`src/rtl/ssd_pkg.sv`:
```
// Shared 7-segment glyph constants, conversion FSM states and helpers.
// Latency: n/a (constants and pure functions only).
// Backpressure: n/a.
package ssd_pkg;

   // Glyphs are abcdefg, active-low (0 = segment lit).
   localparam logic [6:0] SEG_0     = 7'h01;
   localparam logic [6:0] SEG_1     = 7'h4F;
   localparam logic [6:0] SEG_2     = 7'h12;
   localparam logic [6:0] SEG_3     = 7'h06;
   localparam logic [6:0] SEG_4     = 7'h4C;
   localparam logic [6:0] SEG_5     = 7'h24;
   localparam logic [6:0] SEG_6     = 7'h20;
   localparam logic [6:0] SEG_7     = 7'h0F;
   localparam logic [6:0] SEG_8     = 7'h00;
   localparam logic [6:0] SEG_9     = 7'h04;
   localparam logic [6:0] SEG_A     = 7'h08;
   localparam logic [6:0] SEG_B     = 7'h60;
   localparam logic [6:0] SEG_C     = 7'h31;
   localparam logic [6:0] SEG_D     = 7'h42;
   localparam logic [6:0] SEG_E     = 7'h30;
   localparam logic [6:0] SEG_F     = 7'h38;
   localparam logic [6:0] SEG_BLANK = 7'h7F;
   localparam logic [6:0] SEG_DASH  = 7'h7E;

   // COMMIT is never registered: the commit happens in the last HEXLD/SHIFT cycle.
   typedef enum logic [1:0] {
      IDLE   = 2'd0,
      HEXLD  = 2'd1,
      SHIFT  = 2'd2,
      COMMIT = 2'd3
   } conv_state_e;

   function automatic logic [63:0] pow10(input int n);
      logic [63:0] r;
      r = 64'd1;
      for (int i = 0; i < n; i++) r = r * 64'd10;
      return r;
   endfunction

   // Double-dabble digit correction applied before each shift.
   function automatic logic [3:0] add3(input logic [3:0] d);
      return (d >= 4'd5) ? d + 4'd3 : d;
   endfunction

endpackage

```
`src/rtl/ssd_scan_driver_if.sv`:
```
// Value capture and display bus of the 7-segment scan driver.
// Latency: n/a (wires only).
// Backpressure: load is only honoured while busy is low.
interface ssd_scan_driver_if #(
   parameter int NUM_DIGITS = 8,
   parameter int VALUE_W    = 16
);
   logic [VALUE_W-1:0]    value;
   logic                  load;
   logic                  mode_dec;
   logic                  blank_lz;
   logic [NUM_DIGITS-1:0] dp_mask;
   logic                  busy;
   logic [7:0]            An;
   logic [7:0]            Cathodes;

   modport master (
      output value, load, mode_dec, blank_lz, dp_mask,
      input  busy, An, Cathodes
   );

   modport slave (
      input  value, load, mode_dec, blank_lz, dp_mask,
      output busy, An, Cathodes
   );
endinterface

```
`src/rtl/ssd_glyph_decode.sv`:
```
// Nibble to active-low abcdefg glyph decoder.
// Latency: combinational.
// Backpressure: none.
module ssd_glyph_decode
   import ssd_pkg::*;
(
   input  logic [3:0] nibble,
   output logic [6:0] seg
);

   // Lookup of the sixteen hex glyphs.
   always_comb begin
      seg = SEG_BLANK;
      case (nibble)
         4'h0: seg = SEG_0;
         4'h1: seg = SEG_1;
         4'h2: seg = SEG_2;
         4'h3: seg = SEG_3;
         4'h4: seg = SEG_4;
         4'h5: seg = SEG_5;
         4'h6: seg = SEG_6;
         4'h7: seg = SEG_7;
         4'h8: seg = SEG_8;
         4'h9: seg = SEG_9;
         4'hA: seg = SEG_A;
         4'hB: seg = SEG_B;
         4'hC: seg = SEG_C;
         4'hD: seg = SEG_D;
         4'hE: seg = SEG_E;
         4'hF: seg = SEG_F;
         default: seg = SEG_BLANK;
      endcase
   end

endmodule

```
`src/rtl/ssd_scan_driver.sv`:
```
// Multiplexed 7-segment driver with hex/decimal capture and leading-zero blanking.
// Latency: hex capture 1 cycle busy, decimal VALUE_W cycles; An/Cathodes lag the digit index by 1 cycle.
// Backpressure: load is ignored while busy; the old image stays lit until the new one commits.
module ssd_scan_driver
   import ssd_pkg::*;
#(
   parameter int NUM_DIGITS = 8,
   parameter int VALUE_W    = 16,
   parameter int DIV_BITS   = 18
) (
   input  logic               ClkPort,
   input  logic               Reset,
   ssd_scan_driver_if.slave   io
);

   localparam int DW    = 4 * NUM_DIGITS;
   localparam int CNT_W = $clog2(VALUE_W);
   localparam logic [63:0]      DEC_MAX  = pow10(NUM_DIGITS) - 64'd1;
   localparam logic [2:0]       LAST_IDX = 3'(NUM_DIGITS - 1);
   localparam logic [CNT_W-1:0] LAST_BIT = CNT_W'(VALUE_W - 1);

   conv_state_e         state_q, state_d;
   logic [VALUE_W-1:0]  val_q, val_d;
   logic [VALUE_W-1:0]  sh_q, sh_d;
   logic [DW-1:0]       bcd_q, bcd_d;
   logic [CNT_W-1:0]    cnt_q, cnt_d;
   logic [DW-1:0]       digits_q, digits_d;
   logic                ovf_q, ovf_d;
   logic                blz_q, blz_d;
   logic                blz_pend_q, blz_pend_d;
   logic [DIV_BITS-1:0] presc_q, presc_d;
   logic [2:0]          idx_q, idx_d;
   logic [7:0]          an_q, an_d;
   logic [7:0]          cat_q, cat_d;

   logic [DW-1:0] bcd_adj;
   logic [DW-1:0] bcd_shift;
   logic [63:0]   val_ext;
   logic [3:0]    cur_nib;
   logic [6:0]    glyph;
   logic [6:0]    seg;
   logic          nz_above;
   logic          dp_on;

   // Conversion FSM: capture on load, convert, then swap the whole image in one cycle.
   always_comb begin
      state_d    = state_q;
      val_d      = val_q;
      sh_d       = sh_q;
      bcd_d      = bcd_q;
      cnt_d      = cnt_q;
      digits_d   = digits_q;
      ovf_d      = ovf_q;
      blz_d      = blz_q;
      blz_pend_d = blz_pend_q;
      val_ext    = 64'(val_q);
      for (int i = 0; i < NUM_DIGITS; i++) bcd_adj[4*i +: 4] = add3(bcd_q[4*i +: 4]);
      // Digits beyond NUM_DIGITS are dropped; any such value is an overflow anyway.
      bcd_shift  = (bcd_adj << 1) | DW'(sh_q[VALUE_W-1]);
      case (state_q)
         IDLE: begin
            if (io.load) begin
               val_d      = io.value;
               sh_d       = io.value;
               bcd_d      = '0;
               cnt_d      = '0;
               blz_pend_d = io.blank_lz;
               state_d    = io.mode_dec ? SHIFT : HEXLD;
            end
         end
         HEXLD: begin
            digits_d = val_ext[DW-1:0];
            ovf_d    = (val_ext >> DW) != 64'd0;
            blz_d    = blz_pend_q;
            state_d  = IDLE;
         end
         SHIFT: begin
            bcd_d = bcd_shift;
            sh_d  = sh_q << 1;
            cnt_d = cnt_q + 1'b1;
            if (cnt_q == LAST_BIT) begin
               digits_d = bcd_shift;
               ovf_d    = val_ext > DEC_MAX;
               blz_d    = blz_pend_q;
               state_d  = IDLE;
            end
         end
         default: state_d = IDLE;
      endcase
   end

   // Scan timing and the glyph shown for the current digit index.
   always_comb begin
      presc_d  = presc_q + 1'b1;
      idx_d    = idx_q;
      if (&presc_q) idx_d = (idx_q == LAST_IDX) ? 3'd0 : idx_q + 3'd1;
      cur_nib  = 4'h0;
      nz_above = 1'b0;
      dp_on    = 1'b0;
      for (int i = 0; i < NUM_DIGITS; i++) begin
         if (3'(i) == idx_q) begin
            cur_nib = digits_q[4*i +: 4];
            dp_on   = io.dp_mask[i];
         end
         if (3'(i) >= idx_q && digits_q[4*i +: 4] != 4'h0) nz_above = 1'b1;
      end
      if (ovf_q)                                  seg = SEG_DASH;
      else if (blz_q && idx_q != 3'd0 && !nz_above) seg = SEG_BLANK;
      else                                        seg = glyph;
      an_d        = 8'hFF;
      an_d[idx_q] = 1'b0;
      cat_d       = {seg, ~dp_on};
   end

   ssd_glyph_decode u_glyph (
      .nibble (cur_nib),
      .seg    (glyph)
   );

   // State registers with synchronous reset; reset also aborts any conversion.
   always_ff @(posedge ClkPort) begin
      if (Reset) begin
         state_q    <= IDLE;
         val_q      <= '0;
         sh_q       <= '0;
         bcd_q      <= '0;
         cnt_q      <= '0;
         digits_q   <= '0;
         ovf_q      <= 1'b0;
         blz_q      <= 1'b0;
         blz_pend_q <= 1'b0;
         presc_q    <= '0;
         idx_q      <= '0;
         an_q       <= 8'hFF;
         cat_q      <= 8'hFF;
      end else begin
         state_q    <= state_d;
         val_q      <= val_d;
         sh_q       <= sh_d;
         bcd_q      <= bcd_d;
         cnt_q      <= cnt_d;
         digits_q   <= digits_d;
         ovf_q      <= ovf_d;
         blz_q      <= blz_d;
         blz_pend_q <= blz_pend_d;
         presc_q    <= presc_d;
         idx_q      <= idx_d;
         an_q       <= an_d;
         cat_q      <= cat_d;
      end
   end

   assign io.busy     = (state_q != IDLE);
   assign io.An       = an_q;
   assign io.Cathodes = cat_q;

endmodule

```
`src/flat_wrapper.sv`:
```
// flat-port wrapper written by rule: the top's interface ports become plain ports
module ssd_scan_driver_flat import ssd_pkg::*;
#(
   parameter int NUM_DIGITS = 8,
   parameter int VALUE_W    = 16,
   parameter int DIV_BITS   = 18
)
  (ClkPort, Reset, io_value, io_load, io_mode_dec, io_blank_lz, io_dp_mask, io_busy, io_An, io_Cathodes);
  ssd_scan_driver_if #(.NUM_DIGITS(NUM_DIGITS), .VALUE_W(VALUE_W)) io_i ();
  input  logic ClkPort;
  input  logic Reset;
  input wire logic [$bits(io_i.value)-1:0] io_value;
  input wire logic [$bits(io_i.load)-1:0] io_load;
  input wire logic [$bits(io_i.mode_dec)-1:0] io_mode_dec;
  input wire logic [$bits(io_i.blank_lz)-1:0] io_blank_lz;
  input wire logic [$bits(io_i.dp_mask)-1:0] io_dp_mask;
  output wire logic [$bits(io_i.busy)-1:0] io_busy;
  output wire logic [$bits(io_i.An)-1:0] io_An;
  output wire logic [$bits(io_i.Cathodes)-1:0] io_Cathodes;
  assign io_i.value = io_value;
  assign io_i.load = io_load;
  assign io_i.mode_dec = io_mode_dec;
  assign io_i.blank_lz = io_blank_lz;
  assign io_i.dp_mask = io_dp_mask;
  assign io_busy = io_i.busy;
  assign io_An = io_i.An;
  assign io_Cathodes = io_i.Cathodes;
  ssd_scan_driver #(.NUM_DIGITS(NUM_DIGITS), .VALUE_W(VALUE_W), .DIV_BITS(DIV_BITS)) u_core (.ClkPort(ClkPort), .Reset(Reset), .io(io_i));
endmodule
```
`config.mk`:
```
export PLATFORM = sky130hd
export DESIGN_NAME = ssd_scan_driver_flat
export DESIGN_NICKNAME = d
export VERILOG_FILES = /design/src/rtl/ssd_pkg.sv /design/src/rtl/ssd_scan_driver_if.sv /design/src/rtl/ssd_glyph_decode.sv /design/src/rtl/ssd_scan_driver.sv /design/src/flat_wrapper.sv
export SDC_FILE = /design/constraint.sdc
export NUM_CORES = 1
export LEC_CHECK = 0
export CAP_MARGIN = 15
export CORE_UTILIZATION = 53
export DETAILED_ROUTE_END_ITERATION = 7
export PLACE_DENSITY_LB_ADDON = 0.2
export SLEW_MARGIN = 5
export SYNTH_ARGS = -nofsm -noshare
export SYNTH_HDL_FRONTEND = slang
export SYNTH_SLANG_ARGS = --single-unit
```
`constraint.sdc`:
```
create_clock -name ClkPort -period 3.1 [get_ports ClkPort]
set_clock_uncertainty 0.1 [all_clocks]
set_input_delay 0.465 -clock ClkPort [delete_from_list [all_inputs] [get_ports ClkPort]]
set_output_delay 0.465 -clock ClkPort [all_outputs]
set_load 0.1 [all_outputs]
```
---- Yosys cells after proc, flatten, opt, wreduce, memory -nomap -nowiden ----
Memories as Yosys holds them, arrays and structs flattened.
Index checks and enable logic that the tools add are counted.
word-level totals
  register bits after elaboration ......... 142
  bits in read-only memories .............. 112
  input port bits ......................... 29
  output and inout port bits .............. 17
  logic and storage cells ................. 145
  memories kept ........................... 1
cells by class
  add/sub/neg operators ................... 11
  order comparisons ....................... 18
  equal/unequal tests ..................... 13
  muxes and demuxes ....................... 53
  bitwise operators ....................... 3
  reduce and logical (&&, ||, !) cells .... 32
memory list
  memory            words  width  read ports  clocked after memory_dff  write ports  RTL line                RTL
  (name not given)  16     7      1           0                         0            ssd_glyph_decode.sv:14  case (nibble)
operators with widths
  operator                                                            number
  one-hot mux 32 bit (2 select lines)                                 2
  2-to-1 mux 32 bit                                                   2
  2-to-1 mux 4 bit                                                    16
  greater-or-equal comparator 4 x 3 -> 1 bit (second input constant)  8
  bitwise OR 32 x 1 -> 32 bit                                         1
  one-hot mux 16 bit (2 select lines)                                 1
  nonzero test 4 bit                                                  8
  adder 4 x 2 -> 4 bit (second input constant)                        7
  2-to-1 mux 1 bit                                                    21
  adder 18 x 1 -> 18 bit (second input constant)                      1
  AND reduction 18 bit                                                1
  2-to-1 mux 16 bit                                                   1
  == test 3 bit (first input constant)                                4
  greater-or-equal comparator 3 bit (first input constant)            4
  logical AND 1 bit                                                   11
  NOT 8 bit                                                           1
  one-hot mux 4 bit (2 select lines)                                  1
  AND reduction 2 bit                                                 4
  == test 2 x 3 -> 1 bit (first input constant)                       2
  greater-or-equal comparator 1 x 3 -> 1 bit (first input constant)   2
  greater-or-equal comparator 2 x 3 -> 1 bit (first input constant)   2
  2-to-1 mux 2 bit                                                    3
  2-to-1 mux 3 bit                                                    2
  nonzero test 2 bit                                                  3
  21 further kinds                                                    22

---- Depth between registers and ports, before layout ----
Gate-level depths: netlist of the first run.
  word-level depth ........................ 14
  depth in mapped cells ................... 13
  mapped depth without buffers ............ 11

---- By module ----
A second synthesis of the first run with hierarchy kept.
second synthesis, totals
  cell total of the unflattened synthesis .. 847
  area total of the unflattened synthesis .. 6764.0 µm²
modules (own cells, without submodules)
  module            instances  cells each  area an instance (µm²)  seq. area each (µm²)
  ssd_scan_driver   1          815         6488.7                  2822.7
  ssd_glyph_decode  1          32          275.3                   0.0

---- Worst setup path after synthesis of the first run ----
Ideal clock, no wire load.
  path type ............................... flip-flop to flip-flop
  start point ............................. reg u_core.idx_q[0]
  end point ............................... reg u_core.cat_q[4], in the netlist u_core.io.Cathodes[4]
  setup time .............................. 0.136 ns
  arrival ................................. 2.689 ns
  required time ........................... 2.864 ns
  slack ................................... 0.175 ns
  cell stages (with the launch flop) ...... 14
  buffers on the path ..................... 2
  period minus slack after synthesis ...... 2.925 ns
  cells stage by stage .................... dfxtp_1 -> buf_6 -> inv_1 -> ha_1 -> inv_1 -> buf_2 -> o22ai_1 -> o21ai_0 -> a222oi_1 -> inv_1 -> ha_1 -> mux2_2 -> a222oi_1 -> nand2_1
between the ends
  longest elaborated chain between the ends .. 13
  elaborated cells on any way between the ends .. 46
  those cells by class .................... 8 x order compare; 7 x eq/ne; 16 x mux; 14 x reduce/logical; 1 x memory
RTL lines
  item                                        RTL line                RTL
  start: declaration                          ssd_scan_driver.sv:32   logic [2:0] idx_q, idx_d;
  start signal: assignment                    ssd_scan_driver.sv:147  idx_q <= idx_d;
  greater-or-equal comparator 1 x 3 -> 1 bit  ssd_scan_driver.sv:105  if (3'(i) >= idx_q && digits_q[4*i +: 4] != 4'h0) nz_above = 1'b1;
  logical AND 1 bit                           ssd_scan_driver.sv:105
  2-to-1 mux 1 bit (8 in series)              ssd_scan_driver.sv:105
  logical NOT 1 bit                           ssd_scan_driver.sv:108  else if (blz_q && idx_q != 3'd0 && !nz_above) seg = SEG_BLANK;
  logical AND 1 bit                           ssd_scan_driver.sv:108
  OR reduction 3 bit (no source line)         --
  end signal: assignment                      ssd_scan_driver.sv:149  cat_q <= cat_d;
  end: declaration                            ssd_scan_driver.sv:34   logic [7:0] cat_q, cat_d;
Parallel ways exist; a longest one is shown, timed or not.
A chain may end at the register's enable or synchronous reset.

---- Final worst setup path of the first run ----
Ends and elaborated chain as after synthesis.

==> flow_summary.toml, run 1 <==
[clock_tree]
cts_num_sinks = 141
cts_tree = "done"
cts_resized = 0
clkLatencyLatePin_ps = 420
cts_buffers = 17
clkTransAtPathRegs_ps = 60
clock-root-buffer = "clkbuf_16"
clockBufferDepth = 2
h-tree-depth = 4
ctsHoldBuffers = 0
post_cts_buffers = 0

[pwr]
pwr-share-seq_pct = 45.9
comb_power_share_pct = 9.0
ir_drop_mv = 0.3782
p_leak_nw = 2.777
p_int_w = 0.003097
clockPowerShare_pct = 45.1
p_per_area_nw_per_um2 = 537.0
p_switching_w = 0.001046
swShare_pct = 25.24

[sta]
setup_violations = 0
min_period_ps = 2909
finalSetupTns_ps = 0
tightestPinTransition_ps = 828.2
timing.slew.headroom_pct = 44.78
max_clock_freq_ghz = 0.3438
drv_slew = 0
hold_viol_final = 0
rsz0062_at_grt = "false"
finalCritPeriodShare_pct = 93.83

[global_route]
grtUsageTotal_pct = 26.26
gr-usage-met2_pct = 42.90
grt_pass1_vias = 5631
met1_usage_pct = 33.59
grt_max_degree = 129
grt_first_pass_wirelength_um = 26500
grt_antenna_before_repair = 0
overflow = 0
grt.busiest_layer = "met2"
use_met3_pct = 6.004

[hold_path]
hold_path_class = "primary input to register"

[logic_synthesis]
synth_cell_types = 58
synth_edf_count = 0
yosysWarnings = 0
syn-num-nets = 904
netlist_top_cells_area = "dfxtp_1 43%, nand2_1 9.7%, a21oi_1 9.4%, nor2_1 5.0%, ha_1 4.8%"
ys_seq_area_share_pct = 42.94
yosysTopAreaCellShare_pct = 42.94
synth_largest_area_cell = "dfxtp_1"
synthFlopType = "dfxtp_1"
synthArstFlopShare_pct = 0
avgSynthCellArea_um2 = 7.734
syn_inst = 850
synth_area_um2 = 6574
synth_most_common_cell = "nand2_1"
synthTopCellsByCount = "170 x nand2_1, 141 x dfxtp_1, 123 x a21oi_1"
synth_seq_cells = 141

[placement]
dp.cells = 1037
hpwlAfterDp_um = 11190
portBuffers = 45
place.gp.congestion = 0.9242

[floorplanning]
initial_core_util_pct = 54.50
rows = 40
ioPinCount = 46
fp.coreArea_um2 = 12060
dieWidth_um = 113.4
die_h_um = 113.4
die_area_um2 = 12850

[critical_path]
crit_start = "u_core.idx_q[0]$_SDFFE_PP0P_"
r2r_setup_slack_ps = 190
reg2reg_from = "u_core.idx_q[0]$_SDFFE_PP0P_"
crit_required_ps = 3280
cpMostUsedCell = "inv_1"
slowest_delay_ps = 470
crit_path_end_kind = "register"
crit_buf_inv = 3
path_cells = "inv_1 > ha_1 > inv_1 > o311ai_1 > o21ai_0 > a222oi_1 > inv_1 > ha_1 > mux2_2 > a222oi_1 > nand2_1"
startpoint_type = "register"
crit_slowest_cell = "a222oi_1"
critical_path_class = "register to register"
reg2reg_depth = 11
crit_family = "compound AO/OA/AOI/OAI gates"
cp-endpoint = "u_core.io.Cathodes[4]$_SDFF_PP1_"
cp.depth = 11
r2r-end = "u_core.io.Cathodes[4]$_SDFF_PP1_"
arrival_ps = 3080
crit_fanout = 5

[final_layout]
drive_gt1_share_pct = 8.899
diodes = 0
nets = 942
nFillCells = 1065
syn2layout_area_growth_pct = 17.36
layout.cells.non_filler = 1067

[detailed_routing]
via_count = 6014
viasPerCell = 5.636
wl_um = 15830
ant_nets = 0
post-route-drc-count = 0
drtIter0Drc = 466
drt_pass1_iterations = 5
wire_per_inst_um = 14.84

[status]
outcome = "complete, no violations"

[flow_run]
drv_cap = 0
## layout make-up
type	instances	area [um^2]	area share (%)
timing repair buffer	67	583.1	7.558
clock inverter	10	92.59	1.200
multi-input combinational	630	3443	44.63
tap	168	210.2	2.725
sequential	141	2823	36.59
inverter	31	116.4	1.508
clock buffer	20	446.7	5.790
## stage by stage
stage          total power, W  hold WS (ps)  worst slack, ps  area [um^2]  utilization, %
2_1_floorplan        0.002185         313.2            175.4         6574               -
3_3_place_gp         0.002300         326.2            287.7         7176           59.49
3_5_place_dp         0.002310         334.5            230.2         7176           59.49
4_1_cts              0.004156         280.0            208.1         7715           63.96
5_1_grt              0.004281         294.2            27.64         7715           63.96
6_report             0.004143         295.3            191.3         7715           63.96
## worst register-to-register path: stages, from the launching register on
cell	delay [ps]
dfxtp_1	330
inv_1	80
ha_1	220
inv_1	80
o311ai_1	310
o21ai_0	160
a222oi_1	470
inv_1	110
ha_1	270
mux2_2	290
a222oi_1	250
nand2_1	100
## cell usage in the layout (no fill, tap or decap), types with 2 or more instances in the layout
master / n
nand3b_1: 6
clkbuf_16: 17
nor2_1: 85
nor3b_1: 4
nor2b_1: 3
buf_4: 39
nand3_1: 30
and3_1: 5
o21ai_0: 25
ha_1: 25
xor2_1: 17
o221ai_1: 3
inv_1: 31
clkbuf_1: 2
and2_1: 3
a222oi_1: 2
clkinv_2: 3
a21oi_1: 123
nor4_1: 7
nand4_1: 4
a211oi_1: 13
inv_6: 2
o311ai_0: 2
o211ai_1: 8
dfxtp_1: 141
nor2b_2: 2
nor3_1: 16
clkdlybuf4s50_1: 27
and3b_1: 2
a31oi_1: 19
nand2_1: 170
o2111ai_1: 2
nor2_2: 2
clkinvlp_4: 4
nand2b_1: 11
or3_1: 2
xnor2_1: 14
## logic make-up (layout without fill, tap and decap cells)
group                    count (synthesis)  in the layout  share of synthesized area [%]
XOR/XNOR                                31             31                          4.130
AO/OA/AOI/OAI                          218            218                          19.57
AND/OR/NAND/NOR                        354            354                          23.41
multiplexers                             2              2                         0.3236
flip-flops                             141            141                          42.94
adder cells (fa/ha/maj)                 25             25                          4.758
buffers and inverters                   79            128                          4.873
## state kept, by name (all words and copies together) (netlist names)
signal              flops
u_core.bcd_q           32
u_core.blz_pend_q       1
u_core.blz_q            1
u_core.cnt_q            4
u_core.digits_q        32
u_core.idx_q            3
u_core.io.An            8
u_core.io.Cathodes      8
u_core.presc_q         18
u_core.sh_q            16
u_core.state_q          2
u_core.val_q           16
## per-layer routing
layer	up-vias	wire (um)
li1	2996	-
met1	2813	7410
met2	175	7316
met3	30	755
met4	0	350
met5	-	0
## worst min path at each step
stage | from | end | slack, ps | cells after the start
global route | Reset | u_core.io.Cathodes[7]$_SDFF_PP1_ | 290 | 3
floorplan | u_core.presc_q[0]$_SDFF_PP0_ | u_core.presc_q[0]$_SDFF_PP0_ | 310 | 1
detailed placement | u_core.presc_q[0]$_SDFF_PP0_ | u_core.presc_q[0]$_SDFF_PP0_ | 330 | 1
finish | Reset | u_core.io.Cathodes[4]$_SDFF_PP1_ | 300 | 3
global placement | u_core.presc_q[0]$_SDFF_PP0_ | u_core.presc_q[0]$_SDFF_PP0_ | 330 | 1
CTS | Reset | u_core.io.Cathodes[4]$_SDFF_PP1_ | 280 | 3
## power groups by stage
stage                     Sequential (W)  Combinational (W)  Clock [W]
after CTS                        0.00190           0.000371    0.00188
after global placement           0.00194           0.000360          0
after global routing             0.00191           0.000402    0.00197
after floorplan                  0.00200           0.000188          0
final                            0.00190           0.000372    0.00187
after detailed placement         0.00194           0.000370          0
No activity file was read; power rests on OpenSTA's default activity.
==> inputs of run 2 (changes only) <==
Settings changed: CAP_MARGIN 15 to 20.
==> results of run 2 <==
Same layout as run 1: the final DEF is identical, and so are final timing and power.
==> inputs of run 3 (changes only) <==
Settings changed: CTS_CLUSTER_DIAMETER from default to 150.
==> results of run 3 <==
Same layout as run 1: the final DEF is identical, and so are final timing and power.
